--- src/rtl/fetch_stage_pkg.sv ---
`default_nettype none
// ============================================================================
// Module      : fetch_stage_pkg
// Description : Shared types and constants for the instruction-fetch stage.
//               fetch_state_t    - fetch FSM states
//               INSTR_WIDTH      - width of one instruction word
//               LINE_OFFSET_BITS - byte-offset bits inside one fetch line
//               NOP_INSTR        - canonical no-op for downstream flush logic
// Revision    : 1.0 - initial release
// ============================================================================
package fetch_stage_pkg;

  typedef enum logic [1:0] {
    REQ  = 2'd0,  // line request on the memory port
    WAIT = 2'd1,  // request accepted, waiting for the response
    HAVE = 2'd2   // line buffered, instructions being handed to decode
  } fetch_state_t;

  localparam int INSTR_WIDTH      = 32;
  localparam int LINE_OFFSET_BITS = 3;

  localparam logic [INSTR_WIDTH-1:0] NOP_INSTR = 32'h0000_0013;

endpackage : fetch_stage_pkg
`default_nettype wire

--- src/rtl/fetch_stage_if.sv ---
`default_nettype none
// ============================================================================
// Module      : fetch_stage_if
// Description : Bus bundle of the fetch stage.
//               Memory side : mem_req_valid/ready/addr, mem_resp_valid/data
//               Decode side : stage1_valid/instruction_bits/pc, decode_stall
//               Redirect    : redirect_valid, redirect_pc
//               master - the fetch stage view; slave - the environment view.
// Revision    : 1.0 - initial release
// ============================================================================
interface fetch_stage_if #(
  parameter int ADDR_WIDTH     = 64,
  parameter int BUS_DATA_WIDTH = 64
);

  logic                          mem_req_valid;
  logic                          mem_req_ready;
  logic [ADDR_WIDTH-1:0]         mem_req_addr;
  logic                          mem_resp_valid;
  logic [BUS_DATA_WIDTH-1:0]     mem_resp_data;
  logic                          stage1_valid;
  logic [BUS_DATA_WIDTH/2-1:0]   stage1_instruction_bits;
  logic [ADDR_WIDTH-1:0]         stage1_pc;
  logic                          decode_stall;
  logic                          redirect_valid;
  logic [ADDR_WIDTH-1:0]         redirect_pc;

  modport master (
    output mem_req_valid, mem_req_addr,
    input  mem_req_ready,
    input  mem_resp_valid, mem_resp_data,
    output stage1_valid, stage1_instruction_bits, stage1_pc,
    input  decode_stall,
    input  redirect_valid, redirect_pc
  );

  modport slave (
    input  mem_req_valid, mem_req_addr,
    output mem_req_ready,
    output mem_resp_valid, mem_resp_data,
    input  stage1_valid, stage1_instruction_bits, stage1_pc,
    output decode_stall,
    output redirect_valid, redirect_pc
  );

endinterface : fetch_stage_if
`default_nettype wire

--- src/rtl/fetch_line_buf.sv ---
`default_nettype none
// ============================================================================
// Module      : fetch_line_buf
// Description : One-line instruction buffer with word select.
//   clk       in   stage clock
//   reset     in   asynchronous active-low reset, clears the line
//   load      in   capture data_in into the buffer
//   data_in   in   fetched line (word 0 in the low half)
//   sel       in   word select, pc[2]: 0 = low word, 1 = high word
//   instr_out out  selected instruction word
// Revision    : 1.0 - initial release
// ============================================================================
module fetch_line_buf
  import fetch_stage_pkg::*;
#(
  parameter int BUS_DATA_WIDTH = 64
) (
  input  wire logic                      clk,
  input  wire logic                      reset,
  input  wire logic                      load,
  input  wire logic [BUS_DATA_WIDTH-1:0] data_in,
  input  wire logic                      sel,
  output logic      [INSTR_WIDTH-1:0]    instr_out
);

  logic [BUS_DATA_WIDTH-1:0] r_line_buf;

  always_ff @(posedge clk or negedge reset) begin
    if (!reset) begin
      r_line_buf <= '0;
    end else if (load) begin
      r_line_buf <= data_in;
    end
  end

  assign instr_out = sel ? r_line_buf[2*INSTR_WIDTH-1:INSTR_WIDTH]
                         : r_line_buf[INSTR_WIDTH-1:0];

endmodule : fetch_line_buf
`default_nettype wire

--- src/rtl/fetch_stage.sv ---
`default_nettype none
// ============================================================================
// Module      : fetch_stage
// Description : Instruction-fetch stage. Reads one aligned 64-bit line at a
//               time, buffers it and hands out one instruction per cycle to
//               decode. A redirect reloads the PC and flushes the buffer and
//               any outstanding read.
//   clk    in   stage clock
//   reset  in   asynchronous active-low reset
//   bus    --   fetch_stage_if.master: memory request/response port,
//               decode handshake (stage1_*, decode_stall), redirect input
// Revision    : 1.0 - initial release
// ============================================================================
module fetch_stage
  import fetch_stage_pkg::*;
#(
  parameter int          BUS_DATA_WIDTH = 64,
  parameter logic [63:0] RESET_PC       = 64'h0,
  parameter int          ADDR_WIDTH     = 64
) (
  input wire logic       clk,
  input wire logic       reset,
  fetch_stage_if.master  bus
);

  localparam logic [ADDR_WIDTH-1:0] c_reset_pc    = RESET_PC[ADDR_WIDTH-1:0];
  localparam logic [ADDR_WIDTH-1:0] c_instr_bytes = ADDR_WIDTH'(INSTR_WIDTH / 8);

  fetch_state_t            r_state;
  fetch_state_t            w_state_next;
  logic [ADDR_WIDTH-1:0]   r_pc;
  logic [ADDR_WIDTH-1:0]   w_pc_next;
  logic                    r_drop;
  logic                    w_drop_next;
  logic                    w_load;
  logic                    w_consume;
  logic [INSTR_WIDTH-1:0]  w_instr;
  logic [ADDR_WIDTH-1:0]   w_redirect_target;
  logic                    w_unused;

  // Redirect targets are word aligned; the two low bits carry no information.
  assign w_redirect_target = {bus.redirect_pc[ADDR_WIDTH-1:2], 2'b00};
  assign w_unused          = ^bus.redirect_pc[1:0];

  // A redirect in the same cycle wins over handing the instruction to decode.
  assign w_consume = (r_state == HAVE) && !bus.decode_stall && !bus.redirect_valid;

  // --------------------------------------------------------------------------
  // State register (FSM state, pc, drop flag)
  // --------------------------------------------------------------------------
  always_ff @(posedge clk or negedge reset) begin
    if (!reset) begin
      r_state <= REQ;
      r_pc    <= c_reset_pc;
      r_drop  <= 1'b0;
    end else begin
      r_state <= w_state_next;
      r_pc    <= w_pc_next;
      r_drop  <= w_drop_next;
    end
  end

  // --------------------------------------------------------------------------
  // Next-state logic
  // --------------------------------------------------------------------------
  always_comb begin
    w_state_next = r_state;
    w_pc_next    = r_pc;
    w_drop_next  = r_drop;
    w_load       = 1'b0;

    case (r_state)
      REQ: begin
        if (bus.mem_req_ready) begin
          // The read is already in flight when a redirect lands on the
          // accept cycle, so its data must be thrown away on return.
          w_state_next = WAIT;
          w_drop_next  = bus.redirect_valid;
        end
      end

      WAIT: begin
        if (bus.mem_resp_valid) begin
          w_drop_next = 1'b0;
          if (r_drop || bus.redirect_valid) begin
            w_state_next = REQ;
          end else begin
            w_state_next = HAVE;
            w_load       = 1'b1;
          end
        end else if (bus.redirect_valid) begin
          w_drop_next = 1'b1;
        end
      end

      HAVE: begin
        if (bus.redirect_valid) begin
          w_state_next = REQ;
        end else if (w_consume) begin
          w_pc_next = r_pc + c_instr_bytes;
          // The upper word was the last one in the line.
          if (r_pc[2]) begin
            w_state_next = REQ;
          end
        end
      end

      default: begin
        w_state_next = REQ;
      end
    endcase

    if (bus.redirect_valid) begin
      w_pc_next = w_redirect_target;
    end
  end

  // --------------------------------------------------------------------------
  // Output logic (registers only, plus the reset gate on the request)
  // --------------------------------------------------------------------------
  always_comb begin
    bus.mem_req_valid           = 1'b0;
    bus.mem_req_addr            = {r_pc[ADDR_WIDTH-1:LINE_OFFSET_BITS], {LINE_OFFSET_BITS{1'b0}}};
    bus.stage1_valid            = 1'b0;
    bus.stage1_instruction_bits = '0;
    bus.stage1_pc               = r_pc;

    case (r_state)
      // The reset state is REQ; the request must stay quiet until reset
      // is released, so it is qualified by the reset input itself.
      REQ: begin
        bus.mem_req_valid = reset;
      end
      HAVE: begin
        bus.stage1_valid            = 1'b1;
        bus.stage1_instruction_bits = w_instr;
      end
      default: begin
        bus.mem_req_valid = 1'b0;
      end
    endcase
  end

  fetch_line_buf #(
    .BUS_DATA_WIDTH (BUS_DATA_WIDTH)
  ) u_line_buf (
    .clk       (clk),
    .reset     (reset),
    .load      (w_load),
    .data_in   (bus.mem_resp_data),
    .sel       (r_pc[2]),
    .instr_out (w_instr)
  );

endmodule : fetch_stage
`default_nettype wire

--- src/flat_wrapper.sv ---
// flat-port wrapper written by rule: the top's interface ports become plain ports
module fetch_stage_flat import fetch_stage_pkg::*;
#(
  parameter int          BUS_DATA_WIDTH = 64,
  parameter logic [63:0] RESET_PC       = 64'h0,
  parameter int          ADDR_WIDTH     = 64
)
  (clk, reset, bus_mem_req_valid, bus_mem_req_addr, bus_mem_req_ready, bus_mem_resp_valid, bus_mem_resp_data, bus_stage1_valid, bus_stage1_instruction_bits, bus_stage1_pc, bus_decode_stall, bus_redirect_valid, bus_redirect_pc);
  fetch_stage_if #(.ADDR_WIDTH(ADDR_WIDTH), .BUS_DATA_WIDTH(BUS_DATA_WIDTH)) bus_i ();
  input wire logic clk;
  input wire logic reset;
  output wire logic [$bits(bus_i.mem_req_valid)-1:0] bus_mem_req_valid;
  output wire logic [$bits(bus_i.mem_req_addr)-1:0] bus_mem_req_addr;
  input wire logic [$bits(bus_i.mem_req_ready)-1:0] bus_mem_req_ready;
  input wire logic [$bits(bus_i.mem_resp_valid)-1:0] bus_mem_resp_valid;
  input wire logic [$bits(bus_i.mem_resp_data)-1:0] bus_mem_resp_data;
  output wire logic [$bits(bus_i.stage1_valid)-1:0] bus_stage1_valid;
  output wire logic [$bits(bus_i.stage1_instruction_bits)-1:0] bus_stage1_instruction_bits;
  output wire logic [$bits(bus_i.stage1_pc)-1:0] bus_stage1_pc;
  input wire logic [$bits(bus_i.decode_stall)-1:0] bus_decode_stall;
  input wire logic [$bits(bus_i.redirect_valid)-1:0] bus_redirect_valid;
  input wire logic [$bits(bus_i.redirect_pc)-1:0] bus_redirect_pc;
  assign bus_mem_req_valid = bus_i.mem_req_valid;
  assign bus_mem_req_addr = bus_i.mem_req_addr;
  assign bus_i.mem_req_ready = bus_mem_req_ready;
  assign bus_i.mem_resp_valid = bus_mem_resp_valid;
  assign bus_i.mem_resp_data = bus_mem_resp_data;
  assign bus_stage1_valid = bus_i.stage1_valid;
  assign bus_stage1_instruction_bits = bus_i.stage1_instruction_bits;
  assign bus_stage1_pc = bus_i.stage1_pc;
  assign bus_i.decode_stall = bus_decode_stall;
  assign bus_i.redirect_valid = bus_redirect_valid;
  assign bus_i.redirect_pc = bus_redirect_pc;
  fetch_stage #(.BUS_DATA_WIDTH(BUS_DATA_WIDTH), .RESET_PC(RESET_PC), .ADDR_WIDTH(ADDR_WIDTH)) u_core (.clk(clk), .reset(reset), .bus(bus_i));
endmodule
--- config.mk ---
export PLATFORM = sky130hd
export DESIGN_NAME = fetch_stage_flat
export DESIGN_NICKNAME = d
export VERILOG_FILES = /design/src/rtl/fetch_stage_pkg.sv /design/src/rtl/fetch_stage_if.sv /design/src/rtl/fetch_line_buf.sv /design/src/rtl/fetch_stage.sv /design/src/flat_wrapper.sv
export SDC_FILE = /design/constraint.sdc
export NUM_CORES = 1
export LEC_CHECK = 0
export CAP_MARGIN = 20
export CORE_MARGIN = 4
export CORE_UTILIZATION = 41
export CTS_CLUSTER_DIAMETER = 50
export CTS_CLUSTER_SIZE = 10
export DETAILED_ROUTE_END_ITERATION = 10
export PLACE_DENSITY = 0.83
export SLEW_MARGIN = 15
export SYNTH_ARGS = -nofsm -noshare
export SYNTH_HDL_FRONTEND = slang
export SYNTH_HIERARCHICAL = 1
export SYNTH_SLANG_ARGS = --single-unit
--- constraint.sdc ---
create_clock -name clk -period 2.7 [get_ports clk]
set_clock_uncertainty 0.15 [all_clocks]
set_input_delay 0.54 -clock clk [delete_from_list [all_inputs] [get_ports clk]]
set_output_delay 0.54 -clock clk [all_outputs]
set_load 0.02 [all_outputs]
Yosys cells after proc, flatten, opt, wreduce, memory -nomap -nowiden
Index checks and enable logic that the tools add are counted.

Output and inout bits: 162. Bits in registers: 131. Input port bits: 134. Word-level logic and storage cells: 45.

Add/subtract/negate cells: 1. Equal/unequal tests: 7. Reductions and logical operators: 12. Multiplexer cells: 21.

Operators with widths (count): $mux W64 (3); $add A64 B3 Y64 const B (1); $mux W32 (2); $mux W2 (6); $mux W1 (8); $ne A3 B2 Y1 const B (2); $pmux W2 S3 (1); $reduce_bool A2 Y1 (3); $ne A2 B2 Y1 const B (2); $reduce_and A4 Y1 (1); $ne A3 B3 Y1 const B (1); $reduce_and A3 Y1 (1); $eq A2 B1 Y1 const B (1); $eq A2 B2 Y1 const B (1); $logic_and A1 B1 Y1 (2); $logic_not A1 Y1 (2); $logic_not A2 Y1 (1); $pmux W1 S2 (1); $reduce_and A2 Y1 (1); $logic_or A1 B1 Y1 (1).

Depth between registers and ports, before layout
Depth in word-level cells: 6. Mapped depth: 7. Depth with buffers taken out: 6.

Hierarchy
Netlist, hierarchy kept.

By module, submodules not included: fetch_stage (instances 1, area each 4720.8 µm², seq. area each 1626.6 µm², cells each 568); fetch_line_buf (instances 1, area each 3099.2 µm², seq. area each 1601.5 µm², cells each 171).

Least setup slack after synthesis
Ideal clock, no wire load.

Kind: register to register. Start point: reg u_core.r_pc[2] (netlist: u_core/bus.stage1_pc[2]). End point: reg u_core.r_pc[56] (netlist: u_core/bus.stage1_pc[56]). Setup slack: -0.049 ns. Buffers on the path: 1. Library setup time: 0.082 ns. Stages on the path, launching flop included: 8. Required time: 2.468 ns. Period minus slack after synthesis: 2.749 ns. Arrival: 2.517 ns. Cell sequence: dfrtp_1 ha_1 nand4_1 or4_4 buf_6 or3_4 or4_1 a31oi_1.

Word-level cells in the longest chain between the ends: 4.

RTL lines: from (decl) (RTL line fetch_stage.sv:31) `logic [ADDR_WIDTH-1:0] r_pc;`; from (signal assigned) (RTL line fetch_stage.sv:54) `r_pc <= c_reset_pc;`; from (signal assigned) (RTL line fetch_stage.sv:58) `r_pc <= w_pc_next;`; $add A64 B3 Y64 (RTL line fetch_stage.sv:100) `w_pc_next = r_pc + c_instr_bytes;`; $mux W64 (RTL line fetch_stage.sv:99) `end else if (w_consume) begin`; $mux W64 (RTL line fetch_stage.sv:72) `case (r_state)`; $mux W64 (RTL line fetch_stage.sv:113) `if (bus.redirect_valid) begin`.

No other way between the ends. The select of a mux whose other input is x is not followed. A chain may end at the register's enable or synchronous reset.

Worst setup path after layout
Start point: in bus_decode_stall. End point: reg u_core.r_pc[56] (netlist: u_core/bus.stage1_pc[56]).

Word-level cells in the longest chain between the ends: 5.

RTL lines: from (decl) (RTL line flat_wrapper.sv:20) `input wire logic [$bits(bus_i.decode_stall)-1:0] bus_decode_stall;`; $logic_not A1 Y1 (RTL line fetch_stage.sv:46) `assign w_consume = (r_state == HAVE) && !bus.decode_stall && !bus.redirect_valid;`; $logic_and A1 B1 Y1 (2 in series) (RTL line fetch_stage.sv:46); $reduce_bool A2 Y1 (no line); $reduce_and A2 Y1 (no line).

No other way between the ends.

==> impl_metrics.yaml <==
run_status:
  status: "completed"
worst_setup_path:
  worstPathArrival_ns: 2.82
  cp.required_ns: 2.87
  path_max_fanout: 4
  crit_chain: "clkdlybuf4s50_1 -> nand4bb_4 -> or4_4 -> or3_4 -> or4_1 -> a31oi_1"
  crit_type: "in2reg"
  setup.worst_path.start_class: "input pin"
  slowest_stage: "or4_4"
  worstSetupEndpointType: "flip-flop"
  critPathMaxStageDelay_ns: 0.54
finish:
  num-nets-final: 1136
  layout_common_cells: "clkdlybuf4s50_1 (252), dfrtp_1 (128), nand2_1 (78)"
  drive_above_1_share: 0.2061
  area_delta_synth_final_pct: 43.92
  finalCoreUtilization: 0.6017
  diodes: 0
  layout_commonest_cell: "clkdlybuf4s50_1"
  fin_cells: 1248
cts:
  cts_max_level: 4
  ctsResizeCount: 33
  clk_pin_slew_ns: 0.06
  post_cts.repair.setup_buffers: 0
  cts.sinks: 129
  tritoncts: "built"
  cts_hold_buffers: 0
  worstSkewPairLatency_ns: 0.41
  root_buffer: "clkbuf_16"
  cts-buffers-inserted: 17
  clockBufferDepth: 2
global_route:
  grt_max_degree: 130
  grt_pass1_vias: 6886
  antenna_found_initial: 0
  grt_util_all_layers: 0.2122
  grt.overflow.total: 0
  grt_pass1_wl_um: 36930
floorplan:
  die_area_um2: 21350
  die_h_um: 146.1
  initial_core_util: 0.4181
  pin_count: 296
  rows: 50
  fp.dieW_um: 146.1
  core_um2: 18710
route:
  wl_per_cell_um: 18.46
  drt-vias-per-instance: 5.256
  dr.first_iter.drc_count: 376
  first_pass_iters: 5
  vias: 6560
  wl_um: 23030
  route.detailed.drc: 0
  antenna_left: 0
place:
  gp_congestion: 0.8979
  placed_cells: 1216
  io_buffers: 288
  hpwl_um: 16970
  dp_slack_ns: -0.3583
sta:
  worst_slack_ns: 0.05591
  drv_slew: 0
  fin_crit_ns: 2.644
  worst_slew_pin_slew_ns: 0.8089
  slew_headroom: 0.4608
  period_share: 0.9793
  setup_viol: 0
  hold_violations: 0
  fin_setup_tns_ns: 0
  rsz0062_at_grt: "no"
  fmax_mhz: 378.2
logic_synthesis:
  syn-instance-count: 739
  ys_warn_count: 6
  yosys_register_bits: 129
  synth_enable_flop_cells: 0
  ys_types: 50
  syn_area_um2: 7820
  yosysSeqAreaShare: 0.4128
  synth_area_per_cell_um2: 10.58
  synth_flop_cell: "dfrtp_1"
  ys_async_sr_fraction: 1.000
flow_run:
  cap_violations: 0
power_and_ir_drop:
  power_leakage_uw: 0.004765
  ir_worst_vdd_v: 0.0003951
  p_per_area_nw_per_um2: 675.2
  finalPower_uw: 7599
worst_hold_path:
  worstHoldPathType: "in2async"
[layout make-up]
type,count,area (um^2)
multi-input cells,496,3797
flip-flops and latches,129,3229
well taps,234,292.8
fillers,1573,7451
clock inverters,14,140.1
inverters,15,56.30
clock buffers,18,439.2
repair buffers,342,3299
[per-stage QoR]
step | hold slack, ns | instance area (um^2)
after global routing | 0.1560 | 11250
after detailed placement | 0.3393 | 10700
after CTS | 0.1394 | 11240
final | 0.004627 | 11250
after floorplan | 0.09441 | 7836
after global placement | 0.3342 | 10700
[path summary, 6_finish.rpt]
path / startpoint / end / slack, ns / cells past startpoint
max in group asynchronous: reset / u_core/u_line_buf/r_line_buf[13] / 1.72 / 2
min in group clk: u_core/r_drop / u_core/r_drop / 0.35 / 1
min reg2reg: u_core/r_drop / u_core/r_drop / 0.35 / 1
max: bus_decode_stall / u_core/bus.stage1_pc[56] / 0.06 / 6
min: reset / u_core/bus.stage1_pc[62] / 0.005 / 2
max reg2reg: u_core/bus.stage1_pc[3] / u_core/bus.stage1_pc[56] / 0.13 / 6
[cell usage after synthesis (2+ instances only)]
cell      count  area, um^2
dfrtp_1     129        3228
nand2_1      78       292.8
buf_4        66       495.5
mux2_4       64       960.9
o21ai_0      42       210.2
and2_1       34       212.7
mux2_2       34       382.9
nand4_1      29       181.4
xor2_1       25       219.0
nand3_1      23       115.1
clkbuf_1     22       82.58
nor2_1       21       78.83
nor4_1       20       125.1
xnor2_1      16       140.1
inv_1        15       56.30
and3_1       12       75.07
and4_1       12       105.1
or4_1        12       90.09
nor3_1        9       45.04
a31oi_1       8       50.05
buf_6         7       78.83
a22oi_1       6       45.04
buf_12        6       120.1
mux2i_1       6       60.06
nor2b_1       6       37.54
a31o_2        4       35.03
nand2b_1      4       25.02
o31ai_1       3       22.52
a21oi_1       2       10.01
buf_2         2       10.01
o311ai_0      2       17.52
o31a_1        2       17.52
[cells by family (layout without fill, tap and decap cells)]
group	count (synthesis)	count (layout)	synth area share
xor gates and xnor gates	41	41	0.04592
and+or+nand+nor	270	270	0.1928
other	1	5	0.0004795
AOI/OAI and AO/OA	75	75	0.05904
buffers and inverters	118	389	0.1078
DFF	129	129	0.4128
muxes	104	104	0.1795
adders and majority gates	1	1	0.001600
[worst max-delay path, delay by kind of cell]
| family | cells | cell delay [ns] |
|---|---|---|
| buf+inv | 1 | 0.43 |
| compound gates | 1 | 0.18 |
| simple gates | 4 | 1.67 |
[where the power goes]
part | switching [uW] | leakage, uW | internal [uW]
logic | 885 | 0.00294 | 1520
registers | 432 | 0.00154 | 2520
clock network | 866 | 0.000286 | 1380
[sequential cells by signal, summed over array words and instances, names as in the netlist]
name	cells
u_core/u_line_buf/r_line_buf	64
u_core/bus.stage1_pc	62
u_core/r_state	2
u_core/r_drop	1
[metal layers]
metal / wire length, um / vias up / share of wire / GRT usage
met2: 11430 / 266 / 0.50 / 0.3610
met3: 1359 / 44 / 0.059 / 0.04687
met4: 626 / 0 / 0.027 / 0.07855
met1: 9618 / 3157 / 0.42 / 0.2657
met5: 0 / - / 0 / 0
li1: - / 3093 / - / -
(Power assumes the default switching activity.)
